File: src/rtl/z16_pkg.sv
// Z16 shared types: opcode constants, widths and the decoded bundle.
// Imported by the decode stage and its scoreboard.
package z16_pkg;

  localparam int REG_AW  = 4;
  localparam int INSTR_W = 16;

  typedef logic [3:0] opcode_t;

  localparam opcode_t OP_ADD  = 4'h0;
  localparam opcode_t OP_SUB  = 4'h1;
  localparam opcode_t OP_AND  = 4'h2;
  localparam opcode_t OP_OR   = 4'h3;
  localparam opcode_t OP_XOR  = 4'h4;
  localparam opcode_t OP_SLL  = 4'h5;
  localparam opcode_t OP_SRL  = 4'h6;
  localparam opcode_t OP_SRA  = 4'h7;
  localparam opcode_t OP_SLT  = 4'h8;
  localparam opcode_t OP_ADDI = 4'h9;
  localparam opcode_t OP_LD   = 4'hA;
  localparam opcode_t OP_ST   = 4'hB;
  localparam opcode_t OP_LUI  = 4'hC;
  localparam opcode_t OP_JRL  = 4'hD;

  typedef struct packed {
    opcode_t              opcode;
    logic [REG_AW-1:0]    rd;
    logic [REG_AW-1:0]    rs1;
    logic [REG_AW-1:0]    rs2;
    logic [INSTR_W-1:0]   imm;
    logic                 rd_wen;
    logic                 mem_wen;
    logic [3:0]           alu_ctrl;
  } dec_t;

  function automatic logic [INSTR_W-1:0] sext4(
    input logic [3:0] v
  );
    return {{(INSTR_W-4){v[3]}}, v};
  endfunction

  function automatic logic [INSTR_W-1:0] sext8(
    input logic [7:0] v
  );
    return {{(INSTR_W-8){v[7]}}, v};
  endfunction

endpackage

File: src/rtl/z16_scoreboard.sv
// Z16 pending-write scoreboard: one bit per register, set on issue,
// cleared on writeback (set wins); reports a hit on rs1/rs2/rd lookup.
module z16_scoreboard
  import z16_pkg::*;
#(
  parameter int NREG = 16
) (
  input  logic              clk,
  input  logic              rst,
  input  logic              set_en,
  input  logic [REG_AW-1:0] set_addr,
  input  logic              clr_en,
  input  logic [REG_AW-1:0] clr_addr,
  input  logic [REG_AW-1:0] rs1_addr,
  input  logic              rs1_use,
  input  logic [REG_AW-1:0] rs2_addr,
  input  logic              rs2_use,
  input  logic [REG_AW-1:0] rd_addr,
  input  logic              rd_use,
  output logic              hit
);

  logic [NREG-1:0] pend_q;
  logic [15:0]     pend_w;

  always_ff @(posedge clk or posedge rst) begin
    if (rst) begin
      pend_q <= '0;
    end else begin
      for (int r = 0; r < NREG; r++) begin
        if (set_en && set_addr == REG_AW'(r))
          pend_q[r] <= 1'b1;
        else if (clr_en && clr_addr == REG_AW'(r))
          pend_q[r] <= 1'b0;
      end
    end
  end

  // Untracked addresses (NREG < 16) read as never pending.
  assign pend_w = 16'(pend_q);

  assign hit = (rs1_use & pend_w[rs1_addr])
             | (rs2_use & pend_w[rs2_addr])
             | (rd_use  & pend_w[rd_addr]);

endmodule

File: src/rtl/z16_decode_stage.sv
// Z16 decode stage: decodes i_instr, stalls on RAW/WAW hazards, and
// holds the result in a valid/ready output register.
// Ports: fetch (i_valid/o_ready/i_instr), execute (o_valid/i_ready +
// decoded fields), i_flush, writeback (i_wb_valid/i_wb_addr).
// Z16_DEC_PERF_EN adds o_stall_cnt, a saturating hazard-stall counter.
module z16_decode_stage
  import z16_pkg::*;
#(
  parameter int DATA_W = 16,
  parameter int NREG   = 16
) (
  input  logic               i_clk,
  input  logic               i_rst,
  input  logic               i_valid,
  output logic               o_ready,
  input  logic [INSTR_W-1:0] i_instr,
  output logic               o_valid,
  input  logic               i_ready,
  output logic [3:0]         o_opcode,
  output logic [REG_AW-1:0]  o_rd_addr,
  output logic [REG_AW-1:0]  o_rs1_addr,
  output logic [REG_AW-1:0]  o_rs2_addr,
  output logic [DATA_W-1:0]  o_imm,
  output logic               o_rd_wen,
  output logic               o_mem_wen,
  output logic [3:0]         o_alu_ctrl,
  input  logic               i_flush,
  input  logic               i_wb_valid,
  input  logic [REG_AW-1:0]  i_wb_addr
`ifdef Z16_DEC_PERF_EN
  ,
  output logic [15:0]        o_stall_cnt
`endif
);

  dec_t    dec;
  dec_t    out_q;
  logic    vld_q;
  opcode_t op;
  logic    rs1_use;
  logic    rs2_use;
  logic    sb_hit;
  logic    fwd_hit;
  logic    hazard;
  logic    accept;
  logic    sb_set;

  assign op = i_instr[3:0];

  always_comb begin
    dec          = '0;
    dec.opcode   = op;
    dec.rd       = i_instr[7:4];
    dec.rs2      = i_instr[15:12];
    dec.rs1      = (op == OP_ADDI) ? i_instr[7:4]
                                   : i_instr[11:8];
    dec.rd_wen   = (op <= OP_LD) | (op == OP_LUI)
                 | (op == OP_JRL);
    dec.mem_wen  = (op == OP_ST);
    dec.alu_ctrl = (op <= OP_SLT) ? op : OP_ADD;
    unique case (1'b1)
      (op == OP_ADDI):
        dec.imm = sext8(i_instr[15:8]);
      (op == OP_LD), (op == OP_LUI), (op == OP_JRL):
        dec.imm = sext4(i_instr[15:12]);
      (op == OP_ST):
        dec.imm = sext4(i_instr[7:4]);
      default:
        dec.imm = '0;
    endcase
  end

  assign rs1_use = (op <= OP_JRL);
  assign rs2_use = (op <= OP_SLT) | (op == OP_ST);

  // The instruction sitting in the output register has not yet set
  // its scoreboard bit, so it is checked separately.
  assign fwd_hit = vld_q & out_q.rd_wen & (
                     (rs1_use    & (dec.rs1 == out_q.rd))
                   | (rs2_use    & (dec.rs2 == out_q.rd))
                   | (dec.rd_wen & (dec.rd  == out_q.rd)));

  assign hazard  = sb_hit | fwd_hit;
  assign o_ready = ~i_rst & ~i_flush & ~hazard
                 & (~vld_q | i_ready);
  assign accept  = i_valid & o_ready;
  assign sb_set  = vld_q & i_ready & out_q.rd_wen & ~i_flush;

  z16_scoreboard #(
    .NREG (NREG)
  ) u_sb (
    .clk      (i_clk),
    .rst      (i_rst),
    .set_en   (sb_set),
    .set_addr (out_q.rd),
    .clr_en   (i_wb_valid),
    .clr_addr (i_wb_addr),
    .rs1_addr (dec.rs1),
    .rs1_use  (rs1_use),
    .rs2_addr (dec.rs2),
    .rs2_use  (rs2_use),
    .rd_addr  (dec.rd),
    .rd_use   (dec.rd_wen),
    .hit      (sb_hit)
  );

  always_ff @(posedge i_clk or posedge i_rst) begin
    if (i_rst) begin
      out_q <= '0;
      vld_q <= 1'b0;
    end else if (accept) begin
      out_q <= dec;
      vld_q <= 1'b1;
    end else if (i_flush | i_ready) begin
      vld_q <= 1'b0;
    end
  end

  assign o_valid    = vld_q;
  assign o_opcode   = out_q.opcode;
  assign o_rd_addr  = out_q.rd;
  assign o_rs1_addr = out_q.rs1;
  assign o_rs2_addr = out_q.rs2;
  assign o_imm      = DATA_W'($signed(out_q.imm));
  assign o_rd_wen   = out_q.rd_wen;
  assign o_mem_wen  = out_q.mem_wen;
  assign o_alu_ctrl = out_q.alu_ctrl;

`ifdef Z16_DEC_PERF_EN
  logic [15:0] stall_q;

  always_ff @(posedge i_clk or posedge i_rst) begin
    if (i_rst)
      stall_q <= '0;
    else if (i_valid & hazard & ~i_flush
             & (stall_q != 16'hFFFF))
      stall_q <= stall_q + 16'd1;
  end

  assign o_stall_cnt = stall_q;
`endif

endmodule

File: config.mk
export PLATFORM = sky130hd
export DESIGN_NAME = z16_decode_stage
export DESIGN_NICKNAME = d
export VERILOG_FILES = /design/src/rtl/z16_pkg.sv /design/src/rtl/z16_scoreboard.sv /design/src/rtl/z16_decode_stage.sv
export SDC_FILE = /design/constraint.sdc
export NUM_CORES = 1
export LEC_CHECK = 0
export ABC_CLOCK_PERIOD_IN_PS = 8500
export CAP_MARGIN = 20
export CORE_MARGIN = 2
export CORE_UTILIZATION = 47
export DETAILED_ROUTE_END_ITERATION = 10
export DONT_BUFFER_PORTS = 1
export PLACE_DENSITY_LB_ADDON = 0.15
export SLEW_MARGIN = 5
export SYNTH_ARGS = -nofsm -noshare
export SYNTH_HDL_FRONTEND = slang
export SYNTH_SLANG_ARGS = --single-unit
export TNS_END_PERCENT = 50
File: constraint.sdc
create_clock -name i_clk -period 8.5 [get_ports i_clk]
set_input_delay 1.7 -clock i_clk [delete_from_list [all_inputs] [get_ports i_clk]]
set_output_delay 1.7 -clock i_clk [all_outputs]
set_load 0.005 [all_outputs]
Word-level counts from Yosys, hierarchy flattened
Cells that the tools add are included.
{"block": "totals", "input_bits": 26, "ff_bits": 55, "out_inout_bits": 40}
{"block": "op_classes", "n_reduce_logical": 52, "order_cmp": 6, "muxes": 43, "bitwise_logic": 29, "n_eq_ne": 38}
{"cell": "$eq 4x4->1 const B", "count": 21}
{"cell": "$pmux 16 s3", "count": 1}
{"cell": "$mux 1", "count": 37}
{"cell": "$reduce_bool 2->1", "count": 17}
{"cell": "$eq 4x3->1 const B", "count": 8}
{"cell": "$logic_and 1x1->1", "count": 32}
{"cell": "$eq 4x2->1 const B", "count": 4}
{"cell": "$and 1x1->1", "count": 15}
{"cell": "$lt 4x5->1 const B", "count": 3}
{"cell": "$bmux 1 s4", "count": 3}
{"cell": "$eq 4x4->1", "count": 3}
{"cell": "$le 4x4->1 const B", "count": 3}
{"cell": "$or 1x1->1", "count": 10}
{"cell": "$eq 4x1->1 const B", "count": 2}
{"cell": "$logic_not 4->1", "count": 2}
{"cell": "$mux 4", "count": 2}
{"cell": "$not 1->1", "count": 4}
{"cell": "$reduce_or 3->1", "count": 1}

Depth between registers and ports, before layout
{"block": "logic_depth", "word_depth": 13, "mapped_depth": 11, "depth_no_buf": 7}

Hierarchy
From an unflattened synthesis, not the netlist that was laid out.
{"block": "hier_totals", "cells_unflattened": 267, "area_unflattened_um2": 2980.4}
{"mod": "z16_decode_stage", "n_inst": 1, "cells_each": 156, "area_per_inst_um2": 1825.5}
{"mod": "z16_scoreboard", "n_inst": 1, "cells_each": 111, "area_per_inst_um2": 1154.9}

Least setup slack after synthesis
OpenSTA, ideal clock, no wires.
{"block": "synth_timing", "path_type": "input to output", "from": "in i_instr[1]", "to": "out o_ready", "t_arrival_ns": 3.623, "setup_slack_ns": 3.177, "t_required_ns": 6.800, "path_stages": 8, "path_cell_list": "buf_4 nor4bb_2 buf_6 mux2_4 mux4_2 and2_0 o21ai_2 and4b_1"}
{"block": "synth_via", "elab_chain_len": 11}
{"element": "start: declaration", "line": "z16_decode_stage.sv:16", "source": "input logic [INSTR_W-1:0] i_instr,"}
{"element": "$eq 4x4->1", "line": "z16_decode_stage.sv:55", "source": "dec.rs1 = (op == OP_ADDI) ? i_instr[7:4]"}
{"element": "$mux 4", "line": "z16_decode_stage.sv:55"}
{"element": "$bmux 1 s4 / $eq 4x4->1 (equally long branches)", "line": "z16_scoreboard.sv:42, z16_decode_stage.sv:79"}
{"element": "$mux 1 (implied by the code) / $and 1x1->1 (equally long branches)", "line": "z16_scoreboard.sv:42, z16_decode_stage.sv:79"}
{"element": "$and 1x1->1 / $or 1x1->1 (equally long branches)", "line": "z16_scoreboard.sv:42, z16_decode_stage.sv:80"}
{"element": "$or 1x1->1 (on tied branches)", "line": "z16_scoreboard.sv:43, z16_decode_stage.sv:81"}
{"element": "$or 1x1->1 / $and 1x1->1 (equally long branches)", "line": "z16_scoreboard.sv:44, z16_decode_stage.sv:78"}
{"element": "$or 1x1->1 (*)", "line": "z16_decode_stage.sv:83", "source": "assign hazard = sb_hit | fwd_hit;"}
{"element": "$not 1->1 (*)", "line": "z16_decode_stage.sv:84", "source": "assign o_ready = ~i_rst & ~i_flush & ~hazard"}
{"element": "$and 1x1->1 (*)", "line": "z16_decode_stage.sv:84"}
{"element": "$and 1x1->1 (*)", "line": "z16_decode_stage.sv:85", "source": "& (~vld_q | i_ready);"}
{"element": "end: declaration", "line": "z16_decode_stage.sv:15", "source": "output logic o_ready,"}
Every way passes the cells marked *; elsewhere a longest branch is shown, timed or not. The select of a mux whose other input is x is not followed.

Worst setup path after layout
{"block": "layout_timing", "from": "in i_instr[3]", "to": "out o_ready"}
The elaborated chain is that of the path after synthesis.

==> metrics.yaml <==
die:
  ios: 66
  die_x_um: 85.4
  die_h_um: 85.4
  initial_core_util: 0.487
  dieArea_um2: 7290
  core_um2: 6390
  rows: 29
cts:
  cts_tree: "done"
  clock_sinks: 47
  clock_latency_ps: 300
  ctsResizeCount: 0
  cts_root_buffer: "clkbuf_8"
  htreeDepth: 2
  clk_pin_slew_ps: 80
  post_cts_buffers: 0
  cts_buffer_depth: 2
  cts_buffers: 5
  hold_buffers: 0
worst_setup_path:
  r2r_slack_ps: 5320
  critPathArrivalTime_ps: 4060
  cp_max_fo: 16
  cp-start-kind: "input pin"
  crit_type: "input pin to output pin"
  endpoint_kind: "output pin"
  crit_required_ps: 6800
flow_run:
  maxCapViolations: 0
global_route:
  grt_first_pass_wirelength_um: 12300
  grt_max_degree: 48
  grtUsageTotal: 0.221
  grt_pass1_vias: 2135
  antenna_found_initial: 0
  grt_remaining_overflow: 0
min_path:
  hold_class: "flop to flop"
final_layout:
  antenna_cells: 0
  drive_gt1_frac: 0.189
  syn_to_final_growth_pct: 1.21
  num-fill-cells: 603
  nets: 307
  fin_cells: 358
timing:
  slew_violations: 0
  final-setup-viol-count: 0
  holdWs_ps: 541
  period_needed_ps: 5760
  clock_skew_ps: 4.95
  worstMarginPinSlew_ps: 1010
  timing.final.crit_share: 0.678
  final.setup.tns_ps: 0
  slew_headroom: 0.325
  fmax_mhz: 174
  rsz0062_at_grt: "false"
  hold_viol_final: 0
placement:
  gp_congestion: 0.890
  numPortBuffers: 0
  hpwlAfterDp_um: 5600
  placedCellCount: 350
status:
  status: "completed"
logic_synthesis:
  synth.avg_cell_area_um2: 10.3
  syn_area_um2: 3110
  synth_cells: 301
  netlist-cell-type-count: 44
  synth_warnings: 0
  ys_ff_latch: 47
  async_flop_share: 1.00
  yosys_most_used_dff: "dfrtp_1"
  synth-edff-count: 0
  ys_seq_area_frac: 0.378
  syn-num-nets: 327
route:
  firstDrtPassIters: 4
  drt_iter0_drc: 218
  vias: 2189
  wl_per_cell_um: 21.7
  drt_wl_total_um: 7780
  vias_per_cell: 6.11
  route.detailed.drc: 0
  final_antenna_net_count: 0
power_and_ir_drop:
  power_density_nw_per_um2: 192
  p_leak_uw: 0.00140
  ir_drop_uv: 106
-- final cells by class --
| cell class | instances | area [um^2] | share of cell area |
|---|---|---|---|
| Inverter | 7 | 26.3 | 0.00834 |
| Clock buffer | 6 | 82.6 | 0.0262 |
| Clock inverter | 1 | 5.00 | 0.00159 |
| Timing Repair Buffer | 1 | 20.0 | 0.00635 |
| Multi-Input combinational cell | 219 | 1740 | 0.554 |
| Tap cell | 77 | 96.3 | 0.0306 |
| Sequential cell | 47 | 1180 | 0.373 |
-- where the power goes --
group	switching (uW)	total, uW	internal, uW
clock network	72.0	136	63.9
registers	64.8	331	266
logic	50.1	137	87.2
total	187	604	417
-- synth_stat cells, types with 2 or more instances --
master,number,share of area
nor3_1,5,0.0080
o22ai_1,3,0.0060
nand3_1,6,0.0096
a21oi_1,4,0.0064
inv_1,7,0.0084
xor2_1,3,0.0084
buf_6,4,0.014
mux2i_1,19,0.061
dfrtp_1,47,0.38
mux2_4,30,0.14
mux2_2,4,0.014
xnor2_1,9,0.025
a221oi_1,2,0.0056
a22oi_1,3,0.0072
o31ai_1,4,0.0096
nand3b_1,2,0.0048
o21ai_0,36,0.058
mux4_2,5,0.036
buf_4,10,0.024
nor2_1,9,0.011
and2_1,2,0.0040
buf_2,2,0.0032
nor3b_1,2,0.0048
nor2b_1,8,0.016
nand4_1,7,0.014
nand2b_1,8,0.016
nand2_1,33,0.040
clkbuf_1,11,0.013
-- worst max-delay path, stage by stage --
cell and delay (ps):
nor4bb_4 880, mux2_4 350, mux4_2 490, and2_0 180
o21ai_2 200, and4b_1 250
-- stage by stage --
stage / setup slack (ps) / util / area, um^2 / power [uW]
2_1_floorplan: 3180 / - / 3110 / 451
3_3_place_gp: 2780 / 0.476 / 3040 / 468
3_5_place_dp: 2740 / 0.476 / 3040 / 471
4_1_cts: 2730 / 0.490 / 3130 / 606
5_1_grt: 2560 / 0.493 / 3150 / 636
6_report: 2740 / 0.493 / 3150 / 604
-- metal layers --
layer	global-route usage	share of wire
met1	0.317	0.47
met2	0.332	0.45
met3	0.0593	0.075
met4	0.0534	0.010
met5	0	0
-- path summary, 6_finish.rpt --
path,from,to,depth (start not counted)
worst max-delay path,i_instr[3],o_ready,6
worst min-delay path,o_opcode[3],o_opcode[3],1
worst max register to register,u_sb.pend_q[6],o_imm[5],7
worst min register to register,o_opcode[3],o_opcode[3],1
max in group asynchronous,i_rst,o_rd_addr[2],2
min in group asynchronous,i_rst,o_imm[2],1
-- cell families after synthesis --
group | share of synthesized area
AO/OA/AOI/OAI | 0.118
flip-flops | 0.378
XOR/XNOR | 0.0338
buffers and inverters | 0.0647
AND/OR/NAND/NOR | 0.150
multiplexers | 0.256
-- cells in the final DEF, fill, tap and decap left out, types with 2 or more instances in the layout --
master and n:
nand3_1 6, nor2_1 9, nor2b_1 8, o21ai_0 36
a221oi_1 2, mux2_2 4, mux4_2 5, nand4_1 7
clkbuf_8 6, dfrtp_1 47, inv_1 6, xor2_1 3
nand2_1 33, and2_1 2, nand3b_1 2, mux2_4 30
mux2i_1 19, o31ai_1 4, xnor2_1 9, o22ai_1 3
nor3b_1 2, a22oi_1 3, nor3_1 5, a21oi_1 4
nand2b_1 8
-- state kept, by name, summed over array words and instances, names as in the netlist --
name / count
o_valid: 1
o_imm: 8
o_alu_ctrl: 4
u_sb.pend_q: 16
o_rd_wen: 1
o_rs1_addr: 4
o_rd_addr: 4
o_rs2_addr: 4
o_opcode: 4
o_mem_wen: 1
(Power assumes the default switching activity.)
